$ cat src/rtl/sum_arb_pkg.sv
// Shared types and defaults for the sum-adder arbiter: FSM state encoding,
// default widths/timeout and an index-width helper.
package sum_arb_pkg;

    localparam int NREQ_DEF    = 4;
    localparam int NW_DEF      = 8;
    localparam int SW_DEF      = 16;
    localparam int TIMEOUT_DEF = 1023;

    typedef enum logic [1:0] {
        IDLE  = 2'd0,
        ISSUE = 2'd1,
        WAIT  = 2'd2,
        RESP  = 2'd3
    } arb_state_e;

    // Width of an index into n items; never narrower than one bit.
    function automatic int idx_width(input int n);
        return (n > 1) ? $clog2(n) : 1;
    endfunction

endpackage

$ cat src/rtl/rr_priority_picker.sv
// Combinational round-robin picker: the first set request at or above ptr,
// wrapping to index 0.
module rr_priority_picker
    import sum_arb_pkg::*;
#(
    parameter int NREQ = NREQ_DEF,
    localparam int IW  = idx_width(NREQ)
) (
    input  logic [NREQ-1:0] req,
    input  logic [IW-1:0]   ptr,
    output logic [IW-1:0]   grant,
    output logic            any_req
);

    function automatic logic [IW-1:0] wrap_idx(input logic [IW-1:0] p, input int k);
        int s;
        s = int'(p) + k;
        if (s >= NREQ) s = s - NREQ;
        return IW'(s);
    endfunction

    // Scan from the farthest rotated position down so the closest one to ptr wins.
    always_comb begin
        grant   = '0;
        any_req = 1'b0;
        for (int k = NREQ - 1; k >= 0; k--) begin
            if (req[wrap_idx(ptr, k)]) begin
                grant   = wrap_idx(ptr, k);
                any_req = 1'b1;
            end
        end
    end

endmodule

$ cat src/rtl/sum_adder_arbiter.sv
// Round-robin front end that shares one sum-adder unit among NREQ requesters,
// with a watchdog that aborts a transaction the adder never completes.
module sum_adder_arbiter
    import sum_arb_pkg::*;
#(
    parameter int NREQ    = NREQ_DEF,
    parameter int NW      = NW_DEF,
    parameter int SW      = SW_DEF,
    parameter int TIMEOUT = TIMEOUT_DEF
) (
    input  logic               clk,
    input  logic               rst_n,
    input  logic [NREQ-1:0]    req,
    input  logic [NREQ*NW-1:0] n_in,
    output logic [NREQ-1:0]    req_ack,
    output logic [SW-1:0]      result,
    output logic [NREQ-1:0]    result_valid,
    output logic [NREQ-1:0]    err,
    output logic               busy,
    output logic               adder_start,
    output logic [NW-1:0]      adder_n,
    input  logic               adder_done,
    input  logic [SW-1:0]      adder_sum
);

    localparam int IW  = idx_width(NREQ);
    localparam int WDW = $clog2(TIMEOUT + 1);
    localparam logic [NREQ-1:0] ONE_HOT0 = NREQ'(1);

    arb_state_e      state_q;
    logic [IW-1:0]   ptr_q, ptr_d, gnt_q, pick;
    logic            any_req;
    logic [NW-1:0]   operand_q, pick_n;
    logic [SW-1:0]   result_q;
    logic [WDW-1:0]  wdog_q;
    logic [NREQ-1:0] req_ack_q, result_valid_q, err_q;
    logic            adder_start_q;

    rr_priority_picker #(.NREQ(NREQ)) u_picker (
        .req     (req),
        .ptr     (ptr_q),
        .grant   (pick),
        .any_req (any_req)
    );

    assign pick_n = n_in[int'(pick)*NW +: NW];
    assign ptr_d  = (gnt_q == IW'(NREQ - 1)) ? '0 : gnt_q + 1'b1;

    always_ff @(posedge clk or negedge rst_n) begin
        if (!rst_n) begin
            state_q        <= IDLE;
            ptr_q          <= '0;
            gnt_q          <= '0;
            operand_q      <= '0;
            result_q       <= '0;
            wdog_q         <= '0;
            req_ack_q      <= '0;
            result_valid_q <= '0;
            err_q          <= '0;
            adder_start_q  <= 1'b0;
        end else begin
            req_ack_q      <= '0;
            result_valid_q <= '0;
            err_q          <= '0;
            adder_start_q  <= 1'b0;
            case (state_q)
                IDLE: begin
                    if (any_req) begin
                        state_q       <= ISSUE;
                        gnt_q         <= pick;
                        operand_q     <= pick_n;
                        req_ack_q     <= ONE_HOT0 << pick;
                        adder_start_q <= 1'b1;
                    end
                end
                ISSUE: begin
                    state_q <= WAIT;
                    wdog_q  <= '0;
                end
                WAIT: begin
                    if (adder_done) begin
                        state_q        <= RESP;
                        result_q       <= adder_sum;
                        result_valid_q <= ONE_HOT0 << gnt_q;
                    end else if (wdog_q == WDW'(TIMEOUT - 1)) begin
                        // TIMEOUT full WAIT cycles have elapsed without completion.
                        state_q <= RESP;
                        err_q   <= ONE_HOT0 << gnt_q;
                    end else begin
                        wdog_q <= wdog_q + 1'b1;
                    end
                end
                RESP: begin
                    state_q   <= IDLE;
                    ptr_q     <= ptr_d;
                    operand_q <= '0;
                    wdog_q    <= '0;
                end
                default: state_q <= IDLE;
            endcase
        end
    end

    assign req_ack      = req_ack_q;
    assign result       = result_q;
    assign result_valid = result_valid_q;
    assign err          = err_q;
    assign busy         = (state_q != IDLE);
    assign adder_start  = adder_start_q;
    assign adder_n      = operand_q;

endmodule

$ cat config.mk
export PLATFORM = sky130hd
export DESIGN_NAME = sum_adder_arbiter
export DESIGN_NICKNAME = d
export VERILOG_FILES = /design/src/rtl/sum_arb_pkg.sv /design/src/rtl/rr_priority_picker.sv /design/src/rtl/sum_adder_arbiter.sv
export SDC_FILE = /design/constraint.sdc
export NUM_CORES = 1
export LEC_CHECK = 0
export ABC_CLOCK_PERIOD_IN_PS = 3410
export BUFFER_PORTS_ARGS = -buffer_cell sky130_fd_sc_hd__buf_2
export CAP_MARGIN = 20
export CORE_UTILIZATION = 35
export DETAILED_ROUTE_END_ITERATION = 16
export PLACE_DENSITY = 0.62
export SLEW_MARGIN = 20
export SYNTH_ARGS = -nofsm -noshare
export SYNTH_HDL_FRONTEND = slang
export SYNTH_SLANG_ARGS = --single-unit
export TNS_END_PERCENT = 50
$ cat constraint.sdc
create_clock -name clk -period 3.41 [get_ports clk]
set_input_delay 0.341 -clock clk [delete_from_list [all_inputs] [get_ports clk]]
set_output_delay 0.341 -clock clk [all_outputs]
set_load 0.03 [all_outputs]
==> run metrics, run 1 <==
clk sinks 53; r2r worst-path depth 6; GRT Resource Usage Total 14.5%; PostCTS Resize Cnt 0; Total Wirelength ~5.2 mm; IO Pins 93; Fill cells 679; Post-Syn Area 0.00254 mm^2; critical path peak fanout 10; full die area 0.00760 mm^2; reg2reg start ptr_q[1]; Final period util about three fifths; vias in the first global route ~2000; PwrDens 856 mW/mm^2; WS Path Type reg -> reg; Crit path required time 3610 ps; Reg2Reg Setup Slack around 1300 ps; Final #Nets 385; clock skew about 4.2 ps; CTS Buf Count 5; P&R area growth vs syn 25.9%; largest net degree at the start of global routing 38; Register Area 0.00133 mm^2; Crit. End Element flip-flop; IO buf count 92; Max Fclk 473 MHz; Syn Area/Cell 11.2 um^2; first-pass GRT wire length 8.67 mm; hold buffer count at cts 0; status completed; Tot Pwr about 2.7 mW; Residual DRC 0; fin. max-slew vios 0; Cell variety after synth 37; die height about 87 um; Detailed Route Iter0 Violations 94; Synth Instances 226; # diodes 0; final hold vios 0; Final Setup Violations 0; first drt pass iteration count 4; core footprint 0.00691 mm^2; Congestion Overflow GR 0; num rows 30; clock tree from TritonCTS done; worst reg2reg path endpoint adder_n[5]; DR vias between 1500 and 2000; DR vias/cell roughly 4.8; setup TNS after final layout 0 ps; Syn. warnings 0; Worst Path Arrival 2310 ps; syn nets roughly 290; Max Cap Violations 0; initial cell density of the core between 30% and 40%; synthesis-stage register bit count 53; routed length per instance 12.5 um; minimum hold slack 92.7 ps; antenna violations before repair 0; sequential share of the synthesized area between 50% and 60%; Multi-input gate area 0.00112 mm^2; fraction of layout cells with a size suffix above 1 37.7%; clock root cell clkbuf_8; gp weighted congestion 0.760; clock slew at reported path FFs around 90 ps; Final ANT Viol Nets 0; RSZ-0062 raised after global routing false; crit path launch type flip-flop; Final HPWL DP between 3 and 4 mm; # Post-CTS Setup Buffers 0; Leakage Power 1.64 nW; # H-tree levels 2; min cycle time layout between 2000 and 2500 ps; worst slew pin tran 1010 ps; Hold Path Class in -> async; Clk Latency, worst-skew pair 310 ps; die width 87.2 um; slew margin rel. 31.8%; maximum vdd drop between 0.0004 and 0.0005 V; clk buf depth 2
==> final cells by class <==
| class | count | share of cell area [%] |
|---|---|---|
| Timing Repair Buffer | 95 | 15.2 |
| Tap cell | 96 | 3.76 |
| Clock inverter | 2 | 1.21 |
| Clock buffer | 6 | 2.27 |
| Multi-Input combinational cell | 156 | 35.0 |
| Sequential cell | 53 | 41.5 |
| Inverter | 9 | 1.06 |
==> metrics by stage <==
stage | util (%) | cells | instance area (um^2) | setup slack [ps]
after floorplan | - | 226 | 2540 | 1640
after global placement | 44.5 | 408 | 3070 | 1140
after detailed placement | 44.7 | 409 | 3090 | 1300
after CTS | 46.3 | 417 | 3200 | 1290
after global routing | 46.3 | 417 | 3200 | 1130
final | 46.3 | 417 | 3200 | 1300
==> where the power goes <==
| group | internal [mW] | leakage [nW] | switching [mW] |
|---|---|---|---|
| sequential | 0.841 | 0.681 | 0.123 |
| combinational | 0.502 | 0.904 | 0.851 |
| clock | 0.220 | 0.0554 | 0.201 |
==> worst max-delay path, stage by stage, from the launching register on <==
cell      delay (ps)
dfrtp_1          460
mux2i_1          160
o221ai_2         570
buf_6            250
mux2i_1          190
nand2_1           70
a32o_1           290
==> cells in the mapped netlist (all sizes together) <==
| master | instances | area, um^2 |
|---|---|---|
| or3 | 1 | 6.26 |
| or2 | 2 | 12.5 |
| o22ai | 2 | 12.5 |
| a21oi | 3 | 15.0 |
| nand3 | 4 | 20.0 |
| dfrtp | 53 | 1330 |
| a32o | 8 | 80.1 |
| buf | 7 | 57.6 |
| and2 | 4 | 25.0 |
| and3 | 4 | 25.0 |
| nand2b | 5 | 31.3 |
| nor3 | 2 | 10.0 |
| o22a | 1 | 8.76 |
| nand4 | 2 | 12.5 |
| or4 | 1 | 7.51 |
| mux2i | 17 | 170 |
| o21ai | 15 | 75.1 |
| or3b | 1 | 8.76 |
| ha | 10 | 125 |
| nor2 | 16 | 60.1 |
| mux2 | 18 | 203 |
| o41ai | 2 | 17.5 |
| o21a | 2 | 15.0 |
| clkbuf | 1 | 3.75 |
| nor4 | 1 | 6.26 |
| a21boi | 1 | 7.51 |
| o221ai | 1 | 15.0 |
| a31oi | 2 | 12.5 |
| nor2b | 2 | 12.5 |
| inv | 9 | 33.8 |
| o31ai | 4 | 30.0 |
| nand2 | 25 | 93.8 |
==> per-layer routing <==
metal,vias to the layer above,share of wire (%),GRT usage (%)
li1,989,-,-
met1,937,45,17.1
met2,53,49,25.7
met3,6,5.2,3.41
met4,0,1.5,5.37
met5,-,0,0
==> sequential cells by signal, indices dropped and copies added, names as in the netlist <==
name,flops
gnt_q,2
result,16
req_ack,4
result_valid,4
adder_start,1
state_q,2
err,4
wdog_q,10
ptr_q,2
adder_n,8
==> logic make-up (layout without fill, tap and decap cells) <==
kind of cell	count (synthesis)	after routing	synth area share, %
buffers and inverters	17	112	3.74
adder cells (fa/ha/maj)	10	10	4.93
AO/OA/AOI/OAI	41	41	11.4
AND/OR/NAND/NOR	70	70	13.1
multiplexers	35	35	14.7
flip-flops	53	53	52.2
==> how the worst max path moves through the flow <==
| stage | from | depth (start not counted) | to |
|---|---|---|---|
| floorplan | ptr_q[1] | 7 | adder_n[7] |
| global placement | ptr_q[1] | 5 | adder_n[6] |
| detailed placement | req[1] | 7 | adder_n[5] |
| CTS | ptr_q[1] | 6 | adder_n[5] |
| global route | ptr_q[1] | 6 | adder_n[5] |
| finish | ptr_q[1] | 6 | adder_n[5] |
==> placed cells by master, fill, tap and decap left out, types with 5 or more instances in the layout <==
master,count
buf_2,92
dfrtp_1,53
nand2_1,25
mux2_2,18
mux2i_1,17
nor2_1,16
o21ai_0,15
ha_1,10
inv_1,9
a32o_1,8
nand2b_1,5
clkbuf_8,5
(Power assumes the default switching activity.)
==> run 2, diff against run 1 <==
--- a/config.mk
+++ b/config.mk
@@ -5,12 +5,13 @@
 export SDC_FILE = /design/constraint.sdc
 export NUM_CORES = 1
 export LEC_CHECK = 0
-export ABC_CLOCK_PERIOD_IN_PS = 3410
+export ABC_AREA = 1
+export ABC_CLOCK_PERIOD_IN_PS = 1760
 export BUFFER_PORTS_ARGS = -buffer_cell sky130_fd_sc_hd__buf_2
 export CAP_MARGIN = 20
 export CORE_UTILIZATION = 35
 export DETAILED_ROUTE_END_ITERATION = 16
-export PLACE_DENSITY = 0.62
+export PLACE_DENSITY = 0.63
 export SLEW_MARGIN = 20
 export SYNTH_ARGS = -nofsm -noshare
 export SYNTH_HDL_FRONTEND = slang
==> constraint.sdc (replaced) <==
create_clock -name clk -period 1.76 [get_ports clk]
set_input_delay 0.176 -clock clk [delete_from_list [all_inputs] [get_ports clk]]
set_output_delay 0.176 -clock clk [all_outputs]
set_load 0.03 [all_outputs]
==> run metrics, run 2 <==
Multi-input gate area 0.00140 mm^2 (was 0.00112 mm^2); Clk Latency, worst-skew pair 310 ps (about the same); num rows 32 (was 30); die height 92.5 um (was 87.2 um); Max Cap Violations 0 (unchanged); syn nets 375 (was 291); sequential share of the synthesized area 46.3% (was 52.2%); max FFs per register 16 (unchanged); crit path launch type flip-flop (unchanged); Congestion Overflow GR 0 (unchanged); IO Pins 93 (unchanged); Residual DRC 0 (unchanged); post-synthesis mux area share 6.29% (was 14.7%); post-synth top area cell dfrtp_1 (unchanged); post-synthesis compound-gate area fraction 4.54% (was 11.4%); Total Wirelength 6.49 mm (was 5.21 mm); initial cell density of the core 36.7% (was 36.8%); maximum vdd drop 0.000994 V (was 0.000409 V); Final ANT Viol Nets 0 (unchanged); clock slew at reported path FFs 110 ps (was 90 ps); synthesis-stage register bit count 53 (unchanged); slew margin rel. 70.0% (was 31.8%); status completed (unchanged); worst slew pin tran 450 ps (was 1010 ps); Post-synth top cells nand2_1 (61), dfrtp_1 (53), nand3_1 (47) (was dfrtp_1 (53), nand2_1 (25), mux2_2 (18)); Leakage Power 1.94 nW (was 1.64 nW); min cycle time layout 1760 ps (was 2110 ps); Final #Nets 485 (was 385); first-pass GRT wire length 10.4 mm (was 8.67 mm); Fill cells 777 (was 679); DR vias/cell 4.76 (about the same); Crit path required time 1980 ps (was 3610 ps); largest net degree at the start of global routing 21 (was 38); antenna violations before repair 0 (unchanged); commonest cells after routing, fill and taps aside buf_2 (92), nand2_1 (57), dfrtp_1 (51) (was buf_2 (92), dfrtp_1 (53), nand2_1 (25)); gp weighted congestion 0.829 (was 0.760); clk buf depth 2 (unchanged); fraction of layout cells with a size suffix above 1 43.2% (was 37.7%); CTS Buf Count 5 (unchanged); clk sinks 53 (unchanged); Syn Area/Cell 9.25 um^2 (was 11.2 um^2); clock tree from TritonCTS done (unchanged); Final Non-Filler Cells 523 (was 417); # H-tree levels 2 (unchanged); DR vias 2491 (was 1985); Worst Path Arrival 1980 ps (was 2310 ps); Register Area 0.00133 mm^2 (about the same); vias in the first global route 2273 (was 1987); Cell variety after synth 40 (was 37); GRT Resource Usage Total 15.0% (was 14.5%); Final HPWL DP 4.79 mm (was 4.00 mm); clock root cell clkbuf_8 (unchanged); EDFF count, synth 0 (unchanged); adder-cell area share of the yosys netlist 4.36% (was 4.93%); Crit. End Element flip-flop (unchanged); count leader, synth nand2_1 (was dfrtp_1); IO buf count 92 (unchanged); fin. max-slew vios 0 (unchanged); Post-Syn Area 0.00287 mm^2 (was 0.00254 mm^2); Synth top area share 46.3% (was 52.2%); # diodes 0 (unchanged); critical path peak fanout 7 (was 10); Hold Path Class in -> reg (was in -> async); clock skew 10.8 ps (was 4.22 ps); FFs w/ async S/R, synth 100% (unchanged); first drt pass iteration count 4 (unchanged); Detailed Route Iter0 Violations 84 (was 94); largest family of logic cells by synthesized area simple AND/OR/NAND/NOR gates (was multiplexers); full die area 0.00856 mm^2 (was 0.00760 mm^2); WS Path Type reg -> reg (unchanged); Synth Instances 310 (was 226); core footprint 0.00781 mm^2 (was 0.00691 mm^2); placed insts 508 (was 409); most common cell after layout, fill and taps aside buf_2 (unchanged); Tot Pwr 6.92 mW (was 2.74 mW); fin util 47.6% (was 46.3%); final hold vios 0 (unchanged); Max Fclk 568 MHz (was 473 MHz); die width 92.5 um (was 87.2 um); Synth Area in Simple Gates 31.3% (was 13.1%); post-synthesis xor/xnor area fraction 0.611% (was 0%); prevailing post-synth register cell dfrtp_1 (unchanged); Syn. warnings 0 (unchanged); synth top area cells dfrtp_1 (46%), nand3_1 (8.2%), nand2_1 (8.0%) (was dfrtp_1 (52%), mux2_2 (8.0%), mux2i_1 (6.7%)); Final Setup Violations 0 (unchanged); Final period util 100% (was 62.0%); RSZ-0062 raised after global routing true (was false); setup TNS after final layout 0 ps (unchanged); PwrDens 1860 mW/mm^2 (was 856 mW/mm^2); P&R area growth vs syn 29.6% (was 25.9%); routed length per instance 12.4 um (was 12.5 um)
-- run 2: cell count changes after synthesis, sizes merged, moves of 8 or more --
cell and change:
nand3 +46, a32o -8, nor3 +9, nand2 +53
mux2i -17, inv +20
-- run 2: critical path, cell delays in order, from the launching register on --
cell and delay [ps]:
dfrtp_2 480, buf_6 160, o21ai_4 150, nand2_2 100
nand3_4 120, nand3_4 170, buf_6 170, nand3_1 70
nand3_1 80, nand3_1 100, nand2_1 60
-- run 2: final cells by class --
type	count	area share, %
multi-input combinational	220	37.7
sequential	53	35.8
timing repair buffer	111	17.5
tap	102	3.44
inverter	29	3.00
clock buffer	5	1.85
clock inverter	3	0.708
-- run 2: final timing paths --
check                                   start    endpoint  slack (ps)  cells after the start
worst max-delay path                 ptr_q[0]  adder_n[1]         0.1                     10
worst min-delay path            adder_sum[10]  result[10]          90                      2
worst max register to register       ptr_q[0]  adder_n[1]         0.1                     10
worst min register to register     adder_n[5]  adder_n[5]         490                      2
max in group asynchronous               rst_n   wdog_q[1]         810                      3
min in group asynchronous               rst_n    ptr_q[1]         330                      2
-- run 2: power breakdown --
group | internal, mW | switching, mW
Sequential | 1.64 | 0.249
Clock | 0.290 | 0.440
Combinational | 1.55 | 2.74
-- run 2: routing by layer --
metal	GRT usage, %	wire [um]
met5	0	0
met4	2.34	21
met3	3.28	330
met2	26.0	3260
met1	19.4	2880
-- run 2: cell families after synthesis --
logic type | count (synthesis)
and+or+nand+nor | 172
DFF | 53
buffers and inverters | 37
AOI/OAI and AO/OA | 20
muxes | 16
adders and majority gates | 10
xor gates and xnor gates | 2
-- run 2: timing repair --
action                                  in CTS  in global routing
gates resized for setup                      1                 21
pin swaps                                    1                 11
hold endpoints to repair                    18                  0
endpoints found under the setup margin      12                 14
hold buffers                                 1                  0
gates cloned                                 0                  0
buffers inserted                             4                  2
-- run 2: metrics by stage --
stage	setup WS [ps]	instance area [um^2]	hold WS, ps
after floorplan	184	2870	-120
after global placement	-49.7	3490	154
after detailed placement	-110	3490	154
after CTS	13.6	3630	83.1
after global routing	-114	3710	81.3
final	0.0993	3710	89.6
